==> src/rtl/cache_mem_arbiter_pkg.sv <==
// Shared types and constants for the icache/dcache memory-port arbiter.
package cache_mem_arbiter_pkg;

  localparam int unsigned DEF_ADDR_W = 64;
  localparam int unsigned DEF_LINE_W = 128;

  // Requester indices, also used as the round-robin last-grant pointer value
  localparam logic REQ_I = 1'b0;
  localparam logic REQ_D = 1'b1;

  typedef enum logic [1:0] {
    ST_IDLE  = 2'd0,
    ST_GNT_I = 2'd1,
    ST_GNT_D = 2'd2,
    ST_RESP  = 2'd3
  } state_e;

endpackage

==> src/rtl/cache_mem_arbiter_if.sv <==
// Bundle of both cache request ports plus the shared memory port.
interface cache_mem_arbiter_if import cache_mem_arbiter_pkg::*; #(
  parameter int unsigned ADDR_W = DEF_ADDR_W,
  parameter int unsigned LINE_W = DEF_LINE_W
) ();

  logic [ADDR_W-1:0] i_addr_i;
  logic              i_req_i;
  logic              i_valid_i;
  logic [LINE_W-1:0] i_wdata_i;
  logic [LINE_W-1:0] i_rdata_o;
  logic              i_ready_o;

  logic [ADDR_W-1:0] d_addr_i;
  logic              d_req_i;
  logic              d_valid_i;
  logic [LINE_W-1:0] d_wdata_i;
  logic [LINE_W-1:0] d_rdata_o;
  logic              d_ready_o;

  logic [ADDR_W-1:0] mem_addr_o;
  logic              mem_req_o;
  logic              mem_valid_o;
  logic [LINE_W-1:0] mem_wdata_o;
  logic [LINE_W-1:0] mem_rdata_i;
  logic              mem_ready_i;

  logic [1:0]        grant_o;
  logic              busy_o;

  // Arbiter side
  modport slave (
    input  i_addr_i, i_req_i, i_valid_i, i_wdata_i,
    input  d_addr_i, d_req_i, d_valid_i, d_wdata_i,
    input  mem_rdata_i, mem_ready_i,
    output i_rdata_o, i_ready_o, d_rdata_o, d_ready_o,
    output mem_addr_o, mem_req_o, mem_valid_o, mem_wdata_o,
    output grant_o, busy_o
  );

  // Caches and memory bridge side
  modport master (
    output i_addr_i, i_req_i, i_valid_i, i_wdata_i,
    output d_addr_i, d_req_i, d_valid_i, d_wdata_i,
    output mem_rdata_i, mem_ready_i,
    input  i_rdata_o, i_ready_o, d_rdata_o, d_ready_o,
    input  mem_addr_o, mem_req_o, mem_valid_o, mem_wdata_o,
    input  grant_o, busy_o
  );

endinterface

==> src/rtl/cache_mem_arbiter_rr_arbiter2.sv <==
// Two-way arbiter: round-robin on a last-grant pointer, or fixed D priority.
module cache_mem_arbiter_rr_arbiter2 import cache_mem_arbiter_pkg::*; (
  input  logic       clk,
  input  logic       rst,
  input  logic [1:0] req_i,      // {D,I}
  input  logic       rr_mode_i,
  input  logic       upd_i,
  input  logic       upd_idx_i,
  output logic [1:0] gnt_c_o     // {D,I} one-hot, combinational
);

  logic last_q;
  logic last_d;

  assign last_d = upd_i ? upd_idx_i : last_q;

  // Pointer starts at I so D wins the first tie
  always_ff @(posedge clk) begin
    if (rst) last_q <= REQ_I;
    else     last_q <= last_d;
  end

  always_comb begin
    gnt_c_o = 2'b00;
    case (req_i)
      2'b01:   gnt_c_o = 2'b01;
      2'b10:   gnt_c_o = 2'b10;
      2'b11:   gnt_c_o = (rr_mode_i && (last_q == REQ_D)) ? 2'b01 : 2'b10;
      default: gnt_c_o = 2'b00;
    endcase
  end

endmodule

==> src/rtl/cache_mem_arbiter.sv <==
// Shares one line-wide memory port between icache and dcache, one transaction at a time.
module cache_mem_arbiter import cache_mem_arbiter_pkg::*; #(
  parameter int unsigned ADDR_W  = DEF_ADDR_W,
  parameter int unsigned LINE_W  = DEF_LINE_W,
  parameter bit          RR_MODE = 1'b1
) (
  input  logic               clk,
  input  logic               rst,
  cache_mem_arbiter_if.slave bus
);

  state_e            state_q, state_d;
  logic [1:0]        arb_gnt;
  logic              last_upd;
  logic              last_idx;

  logic [ADDR_W-1:0] mem_addr_q, mem_addr_d;
  logic              mem_req_q, mem_req_d;
  logic              mem_valid_q, mem_valid_d;
  logic [LINE_W-1:0] mem_wdata_q, mem_wdata_d;
  logic [LINE_W-1:0] i_rdata_q, i_rdata_d;
  logic [LINE_W-1:0] d_rdata_q, d_rdata_d;
  logic              i_ready_q, i_ready_d;
  logic              d_ready_q, d_ready_d;
  logic [1:0]        grant_q, grant_d;
  logic              busy_q, busy_d;

  cache_mem_arbiter_rr_arbiter2 u_arb (
    .clk       (clk),
    .rst       (rst),
    .req_i     ({bus.d_valid_i, bus.i_valid_i}),
    .rr_mode_i (RR_MODE),
    .upd_i     (last_upd),
    .upd_idx_i (last_idx),
    .gnt_c_o   (arb_gnt)
  );

  always_ff @(posedge clk) begin
    if (rst) state_q <= ST_IDLE;
    else     state_q <= state_d;
  end

  always_comb begin
    state_d = state_q;
    case (state_q)
      ST_IDLE: begin
        if (arb_gnt[REQ_D])      state_d = ST_GNT_D;
        else if (arb_gnt[REQ_I]) state_d = ST_GNT_I;
      end
      ST_GNT_I, ST_GNT_D: if (bus.mem_ready_i) state_d = ST_RESP;
      ST_RESP: state_d = ST_IDLE;
      default: state_d = ST_IDLE;
    endcase
  end

  // Latch winner on grant, capture response on completion; mem_ready_i outside GNT_x is ignored
  always_comb begin
    mem_addr_d  = mem_addr_q;
    mem_req_d   = mem_req_q;
    mem_valid_d = mem_valid_q;
    mem_wdata_d = mem_wdata_q;
    i_rdata_d   = i_rdata_q;
    d_rdata_d   = d_rdata_q;
    i_ready_d   = 1'b0;
    d_ready_d   = 1'b0;
    last_upd    = 1'b0;
    last_idx    = REQ_I;
    case (state_q)
      ST_IDLE: begin
        if (arb_gnt[REQ_D]) begin
          mem_valid_d = 1'b1;
          mem_addr_d  = bus.d_addr_i;
          mem_req_d   = bus.d_req_i;
          mem_wdata_d = bus.d_wdata_i;
        end else if (arb_gnt[REQ_I]) begin
          mem_valid_d = 1'b1;
          mem_addr_d  = bus.i_addr_i;
          mem_req_d   = bus.i_req_i;
          mem_wdata_d = bus.i_wdata_i;
        end
      end
      ST_GNT_I: begin
        if (bus.mem_ready_i) begin
          mem_valid_d = 1'b0;
          i_rdata_d   = bus.mem_rdata_i;
          i_ready_d   = 1'b1;
          last_upd    = 1'b1;
          last_idx    = REQ_I;
        end
      end
      ST_GNT_D: begin
        if (bus.mem_ready_i) begin
          mem_valid_d = 1'b0;
          d_rdata_d   = bus.mem_rdata_i;
          d_ready_d   = 1'b1;
          last_upd    = 1'b1;
          last_idx    = REQ_D;
        end
      end
      default: ;
    endcase
    grant_d = (state_d == ST_GNT_I) ? 2'b01 :
              (state_d == ST_GNT_D) ? 2'b10 : 2'b00;
    busy_d  = (state_d != ST_IDLE);
  end

  always_ff @(posedge clk) begin
    if (rst) begin
      mem_addr_q  <= '0;
      mem_req_q   <= 1'b0;
      mem_valid_q <= 1'b0;
      mem_wdata_q <= '0;
      i_rdata_q   <= '0;
      d_rdata_q   <= '0;
      i_ready_q   <= 1'b0;
      d_ready_q   <= 1'b0;
      grant_q     <= 2'b00;
      busy_q      <= 1'b0;
    end else begin
      mem_addr_q  <= mem_addr_d;
      mem_req_q   <= mem_req_d;
      mem_valid_q <= mem_valid_d;
      mem_wdata_q <= mem_wdata_d;
      i_rdata_q   <= i_rdata_d;
      d_rdata_q   <= d_rdata_d;
      i_ready_q   <= i_ready_d;
      d_ready_q   <= d_ready_d;
      grant_q     <= grant_d;
      busy_q      <= busy_d;
    end
  end

  assign bus.mem_addr_o  = mem_addr_q;
  assign bus.mem_req_o   = mem_req_q;
  assign bus.mem_valid_o = mem_valid_q;
  assign bus.mem_wdata_o = mem_wdata_q;
  assign bus.i_rdata_o   = i_rdata_q;
  assign bus.d_rdata_o   = d_rdata_q;
  assign bus.i_ready_o   = i_ready_q;
  assign bus.d_ready_o   = d_ready_q;
  assign bus.grant_o     = grant_q;
  assign bus.busy_o      = busy_q;

endmodule

==> src/flat_wrapper.sv <==
// flat-port wrapper written by rule: the top's interface ports become plain ports
module cache_mem_arbiter_flat import cache_mem_arbiter_pkg::*;
#(
  parameter int unsigned ADDR_W  = DEF_ADDR_W,
  parameter int unsigned LINE_W  = DEF_LINE_W,
  parameter bit          RR_MODE = 1'b1
)
  (clk, rst, bus_i_addr_i, bus_i_req_i, bus_i_valid_i, bus_i_wdata_i, bus_d_addr_i, bus_d_req_i, bus_d_valid_i, bus_d_wdata_i, bus_mem_rdata_i, bus_mem_ready_i, bus_i_rdata_o, bus_i_ready_o, bus_d_rdata_o, bus_d_ready_o, bus_mem_addr_o, bus_mem_req_o, bus_mem_valid_o, bus_mem_wdata_o, bus_grant_o, bus_busy_o);
  cache_mem_arbiter_if #(.ADDR_W(ADDR_W), .LINE_W(LINE_W)) bus_i ();
  input  logic clk;
  input  logic rst;
  input wire logic [$bits(bus_i.i_addr_i)-1:0] bus_i_addr_i;
  input wire logic [$bits(bus_i.i_req_i)-1:0] bus_i_req_i;
  input wire logic [$bits(bus_i.i_valid_i)-1:0] bus_i_valid_i;
  input wire logic [$bits(bus_i.i_wdata_i)-1:0] bus_i_wdata_i;
  input wire logic [$bits(bus_i.d_addr_i)-1:0] bus_d_addr_i;
  input wire logic [$bits(bus_i.d_req_i)-1:0] bus_d_req_i;
  input wire logic [$bits(bus_i.d_valid_i)-1:0] bus_d_valid_i;
  input wire logic [$bits(bus_i.d_wdata_i)-1:0] bus_d_wdata_i;
  input wire logic [$bits(bus_i.mem_rdata_i)-1:0] bus_mem_rdata_i;
  input wire logic [$bits(bus_i.mem_ready_i)-1:0] bus_mem_ready_i;
  output wire logic [$bits(bus_i.i_rdata_o)-1:0] bus_i_rdata_o;
  output wire logic [$bits(bus_i.i_ready_o)-1:0] bus_i_ready_o;
  output wire logic [$bits(bus_i.d_rdata_o)-1:0] bus_d_rdata_o;
  output wire logic [$bits(bus_i.d_ready_o)-1:0] bus_d_ready_o;
  output wire logic [$bits(bus_i.mem_addr_o)-1:0] bus_mem_addr_o;
  output wire logic [$bits(bus_i.mem_req_o)-1:0] bus_mem_req_o;
  output wire logic [$bits(bus_i.mem_valid_o)-1:0] bus_mem_valid_o;
  output wire logic [$bits(bus_i.mem_wdata_o)-1:0] bus_mem_wdata_o;
  output wire logic [$bits(bus_i.grant_o)-1:0] bus_grant_o;
  output wire logic [$bits(bus_i.busy_o)-1:0] bus_busy_o;
  assign bus_i.i_addr_i = bus_i_addr_i;
  assign bus_i.i_req_i = bus_i_req_i;
  assign bus_i.i_valid_i = bus_i_valid_i;
  assign bus_i.i_wdata_i = bus_i_wdata_i;
  assign bus_i.d_addr_i = bus_d_addr_i;
  assign bus_i.d_req_i = bus_d_req_i;
  assign bus_i.d_valid_i = bus_d_valid_i;
  assign bus_i.d_wdata_i = bus_d_wdata_i;
  assign bus_i.mem_rdata_i = bus_mem_rdata_i;
  assign bus_i.mem_ready_i = bus_mem_ready_i;
  assign bus_i_rdata_o = bus_i.i_rdata_o;
  assign bus_i_ready_o = bus_i.i_ready_o;
  assign bus_d_rdata_o = bus_i.d_rdata_o;
  assign bus_d_ready_o = bus_i.d_ready_o;
  assign bus_mem_addr_o = bus_i.mem_addr_o;
  assign bus_mem_req_o = bus_i.mem_req_o;
  assign bus_mem_valid_o = bus_i.mem_valid_o;
  assign bus_mem_wdata_o = bus_i.mem_wdata_o;
  assign bus_grant_o = bus_i.grant_o;
  assign bus_busy_o = bus_i.busy_o;
  cache_mem_arbiter #(.ADDR_W(ADDR_W), .LINE_W(LINE_W), .RR_MODE(RR_MODE)) u_core (.clk(clk), .rst(rst), .bus(bus_i));
endmodule
==> config.mk <==
export PLATFORM = sky130hd
export DESIGN_NAME = cache_mem_arbiter_flat
export DESIGN_NICKNAME = d
export VERILOG_FILES = /design/src/rtl/cache_mem_arbiter_pkg.sv /design/src/rtl/cache_mem_arbiter_if.sv /design/src/rtl/cache_mem_arbiter_rr_arbiter2.sv /design/src/rtl/cache_mem_arbiter.sv /design/src/flat_wrapper.sv
export SDC_FILE = /design/constraint.sdc
export NUM_CORES = 1
export LEC_CHECK = 0
export ABC_AREA = 1
export CAP_MARGIN = 25
export CORE_AREA = 2 2 374 376
export CTS_BUF_LIST = sky130_fd_sc_hd__clkbuf_2 sky130_fd_sc_hd__clkbuf_4 sky130_fd_sc_hd__clkbuf_8
export DETAILED_ROUTE_END_ITERATION = 7
export DIE_AREA = 0 0 376 378
export GPL_TIMING_DRIVEN = 1
export MAX_ROUTING_LAYER = met4
export SETUP_SLACK_MARGIN = 0.05
export SYNTH_ARGS = -nofsm -noshare
export SYNTH_HDL_FRONTEND = slang
export SYNTH_SLANG_ARGS = --single-unit
export TNS_END_PERCENT = 5
==> constraint.sdc <==
create_clock -name clk -period 3.16 [get_ports clk]
set_input_delay 0.474 -clock clk [delete_from_list [all_inputs] [get_ports clk]]
set_output_delay 0.474 -clock clk [all_outputs]
set_load 0.05 [all_outputs]
* After elaboration in Yosys (flattened, before gate mapping)
Cells that the tools add are included.
** Word-level totals
- Input port bits :: 519
- Word-level logic and storage cells :: 56
- Register bits after elaboration :: 458
** Operators by class
- Equal/unequal tests :: 10
- Multiplexer cells :: 21
- Bitwise logic cells :: 1
- Reductions and logical operators :: 11
** Operator list (count)
- $mux 128 :: 2
- $mux 64 :: 2
- $pmux 2 s3 :: 2
- $eq 2x2->1 const B :: 5
- $mux 2 :: 5
- $mux 1 :: 9
- $eq 2x1->1 const B :: 3
- $reduce_and 2->1 :: 3
- $reduce_bool 2->1 :: 3
- $reduce_or 2->1 :: 3
- $ne 3x1->1 const B :: 1
- $reduce_and 3->1 :: 1
- $logic_not 2->1 :: 1
- $ne 2x1->1 const B :: 1
- $pmux 1 s2 :: 1
- $not 1->1 :: 1

* Longest topological paths before layout
- Depth after elaboration :: 8
- Mapped depth :: 9

* Hierarchy
Synthesis repeated with hierarchy kept, for this count alone.
** Unflattened totals
- Cell total of the unflattened synthesis :: 3018
- Area, all modules :: 19289.8 um2
** By module, submodules not included
- cache_mem_arbiter :: area each 19219.7 um2, sequential area each 9148.8 um2, cells an instance 3005, times used 1
- cache_mem_arbiter_rr_arbiter2 :: area each 70.1 um2, sequential area each 20.0 um2, cells an instance 13, times used 1

* Worst setup path after synthesis
Ideal clock, no wire load.
- Path type :: register -> register
- From :: register u_core.state_q[0]
- To :: register u_core.mem_wdata_q[86] (netlist: u_core.bus.mem_wdata_o[86])
- Data required time :: 3.040 ns
- Buffers on the path :: 2
- Slack :: 1.733 ns
- Clock period less this slack :: 1.427 ns
- Cell stages (with the launch flop) :: 9
- Library setup time :: 0.120 ns
- Data arrival time :: 1.307 ns
- Cell sequence :: dfxtp_1 > inv_1 > ha_1 > inv_1 > nor2_8 > buf_6 > buf_2 > o21ai_0 > a21oi_1
** On the way
- Word-level cells in the longest chain between the ends :: 2
** RTL lines
- from (decl) :: RTL line cache_mem_arbiter.sv:12 : state_e state_q, state_d;
- from (signal assigned) :: RTL line cache_mem_arbiter.sv:40 : else state_q <= state_d;
- $logic_not 2->1 :: RTL line cache_mem_arbiter.sv:68 : case (state_q)
- $reduce_and 2->1 (no line)
- to (signal assigned) :: RTL line cache_mem_arbiter.sv:123 : mem_wdata_q <= mem_wdata_d;
- to (decl) :: RTL line cache_mem_arbiter.sv:20 : logic [LINE_W-1:0] mem_wdata_q, mem_wdata_d;
Every way passes these cells.
A chain may end at the register's enable or synchronous reset.

* Worst setup path after layout
- From :: register u_core.mem_addr_q[56] (netlist: u_core.bus.mem_addr_o[56])
- To :: output port bus_mem_addr_o[56]
** RTL lines
- from (decl) :: RTL line cache_mem_arbiter.sv:17 : logic [ADDR_W-1:0] mem_addr_q, mem_addr_d;
- from (signal assigned) :: RTL line cache_mem_arbiter.sv:120 : mem_addr_q <= mem_addr_d;
- to (decl) :: RTL line flat_wrapper.sv:26 : output wire logic [$bits(bus_i.mem_addr_o)-1:0] bus_mem_addr_o;
No word-level cell between the ends.

==> results_dict.tcl <==
set metrics [dict create \
    crit_buf_inv 1 \
    die_y_um 378 \
    grt_max_degree 112 \
    critPathMaxStageDelay_ns 0.93 \
    gp_congestion 0.921 \
    synth.cell_area_um2 18500 \
    r2r_setup_slack_ns 1.07 \
    cts_resized 0 \
    syn_nets 3150 \
    yosys-top-cells-area "dfxtp_1 50%, nand2_1 12%, o21ai_0 11%" \
    hp-class "input port to flip-flop" \
    crit_required_ns 2.69 \
    grt_pass1_wl_um 149000 \
    area_delta_synth_final_pct 72.6 \
    clk_pin_slew_worst_paths_ns 0.06 \
    final_area_um2 32000 \
    place_area_um2 30100 \
    ys_ff_latch 458 \
    wl_per_cell_um 20.2 \
    slew_viol_final 0 \
    post-cts-setup-buffer-count 0 \
    run_status "finished clean" \
    final.setup_skew_ns 0.0564 \
    initial_core_util_pct 13.4 \
    r2r-start "u_core.state_q[0]$_SDFF_PP0_" \
    crit_start "u_core.bus.mem_addr_o[56]$_SDFFE_PP0P_" \
    grt_overflow 0 \
    cp_slowest_cell "clkdlybuf4s50_1" \
    antenna_found_initial 49 \
    final_common_cell "clkdlybuf4s50_1" \
    antenna_left 0 \
    cts_hold_buf 0 \
    io_pins 974 \
    min-delay-start "bus_d_wdata_i[82]" \
    worst-path-max-fanout 3 \
    cap_viol_max_count 0 \
    clock.fmax_mhz 380 \
    drtIter0Drc 1332 \
    layout.cells.non_filler 5428 \
    fillCellCount 15325 \
    worstMarginPinSlew_ns 0.888 \
    drt_wl_total_um 110000 \
    synthCells 2626 \
    worstSetupPathType "flip-flop to output pin" \
    p_per_area_nw_per_um2 593 \
    cts_root_buf "clkbuf_8" \
    final_nets 4073 \
    finalSetupTns_ns 0 \
    vias 20844 \
    hpwl_um 89500 \
    cts_tree "yes" \
    clockBufferDepth 3 \
    slew_headroom_pct 40.6 \
    yosysTopAreaCell "dfxtp_1" \
    drive_gt1_share_pct 6.27 \
    critPathArrivalTime_ns 2.15 \
    ctsHtreeMaxLevel 3 \
    power.leakage_nw 13.1 \
    synth_top_area_share_pct 49.5 \
    first_pass_iters 5 \
    layout_common_cells "966 x clkdlybuf4s50_1, 595 x nand2_1, 518 x nor2_1" \
    grt_usage_pct 15.1 \
    die-area_um2 142000 \
    synth.yosys.seq_area_share_pct 49.5 \
    ys_warn_count 0 \
    grt_pass1_vias 19568 \
    hold_viol_final 0 \
    num_rows 137 \
    via_per_inst 3.84 \
    setup_viol 0 \
    crit_path_end_kind "output pin" \
    hold_ws_ns 0.268 \
    path_cells "clkdlybuf4s50_1" \
    peakVddDrop_mv 0.353 \
    ys_types 19 \
    cp_top_family "buffers and inverters" \
    place_inst 5271 \
    port_buffers 973 \
    worst_setup_path_start_kind "flip-flop" \
    clock_latency_ns 0.77 \
    period_needed_ns 2.63 \
    coreArea_um2 139000 \
    finalCritPeriodShare_pct 83.2 \
    die_w_um 376 \
    cts_inserted_buffers 83 \
    avgSynthCellArea_um2 7.05 \
    clkSinkCount 458 \
    drc 0 \
    rsz0062_at_grt "false" \
]
kinds of logic (layout without fill, tap and decap cells):
| group | after synthesis | count (layout) | synth area share, % |
|---|---|---|---|
| and+or+nand+nor | 1121 | 1121 | 22.9 |
| AOI/OAI and AO/OA | 645 | 645 | 17.4 |
| DFF | 458 | 458 | 49.5 |
| adders and majority gates | 5 | 5 | 0.338 |
| other | 0 | 15 | 0 |
| buffers and inverters | 397 | 1377 | 9.86 |
area by class of cell:
| cell class | count | area [um^2] | area share [%] |
|---|---|---|---|
| diodes | 15 | 37.5 | 0.117 |
| clock buffers | 127 | 1600 | 5.00 |
| clock inverters | 15 | 204 | 0.638 |
| inverters | 207 | 800 | 2.50 |
| multi-input cells | 1771 | 7550 | 23.6 |
| flip-flops and latches | 458 | 9170 | 28.7 |
| well taps | 1807 | 2260 | 7.07 |
| repair buffers | 1028 | 10300 | 32.4 |
flip-flops by register name, indices dropped and copies added, names as in the netlist, 2 cells and up:
name                    count
u_core.bus.mem_wdata_o    128
u_core.state_q              2
u_core.bus.i_rdata_o      128
u_core.bus.d_rdata_o      128
u_core.bus.mem_addr_o      64
u_core.bus.grant_o          2
cell usage after synthesis (all sizes together):
master,number
clkbuf,65
o21ai,452
buf,125
nand3,3
nand2,598
dfxtp,458
ha,5
inv,207
a21oi,193
nor2,520
metrics by stage:
stage | worst slack (ns) | power, mW | util [%]
6_report | 0.531 | 19.0 | 23.1
4_1_cts | 0.335 | 19.2 | 23.1
3_5_place_dp | 0.626 | 12.9 | 21.8
2_1_floorplan | 1.73 | 10.2 | -
3_3_place_gp | 0.623 | 12.8 | 21.8
5_1_grt | 0.403 | 19.8 | 23.1
routing by layer:
| metal | track usage, % | vias to the layer above | share of wire, % |
|---|---|---|---|
| met5 | - | - | 0 |
| met3 | 4.21 | 222 | 7.9 |
| met2 | 24.6 | 931 | 47 |
| li1 | - | 10137 | - |
| met1 | 17.9 | 9554 | 41 |
| met4 | 5.18 | 0 | 3.6 |
final timing paths:
check | cells past startpoint | end
max | 1 | bus_mem_addr_o[56]
min | 3 | u_core.bus.mem_wdata_o[82]$_SDFFE_PP0P_
max reg2reg | 7 | u_core.bus.mem_wdata_o[31]$_SDFFE_PP0P_
min reg2reg | 2 | u_core.bus.i_rdata_o[78]$_SDFFE_PP0P_
power breakdown:
part | switching [mW] | leakage, nW | internal, mW
combinational | 3.89 | 8.35 | 2.08
clock | 2.78 | 0.950 | 3.49
sequential | 0.361 | 3.76 | 6.35
total | 7.04 | 13.1 | 11.9
(Power assumes the default switching activity.)
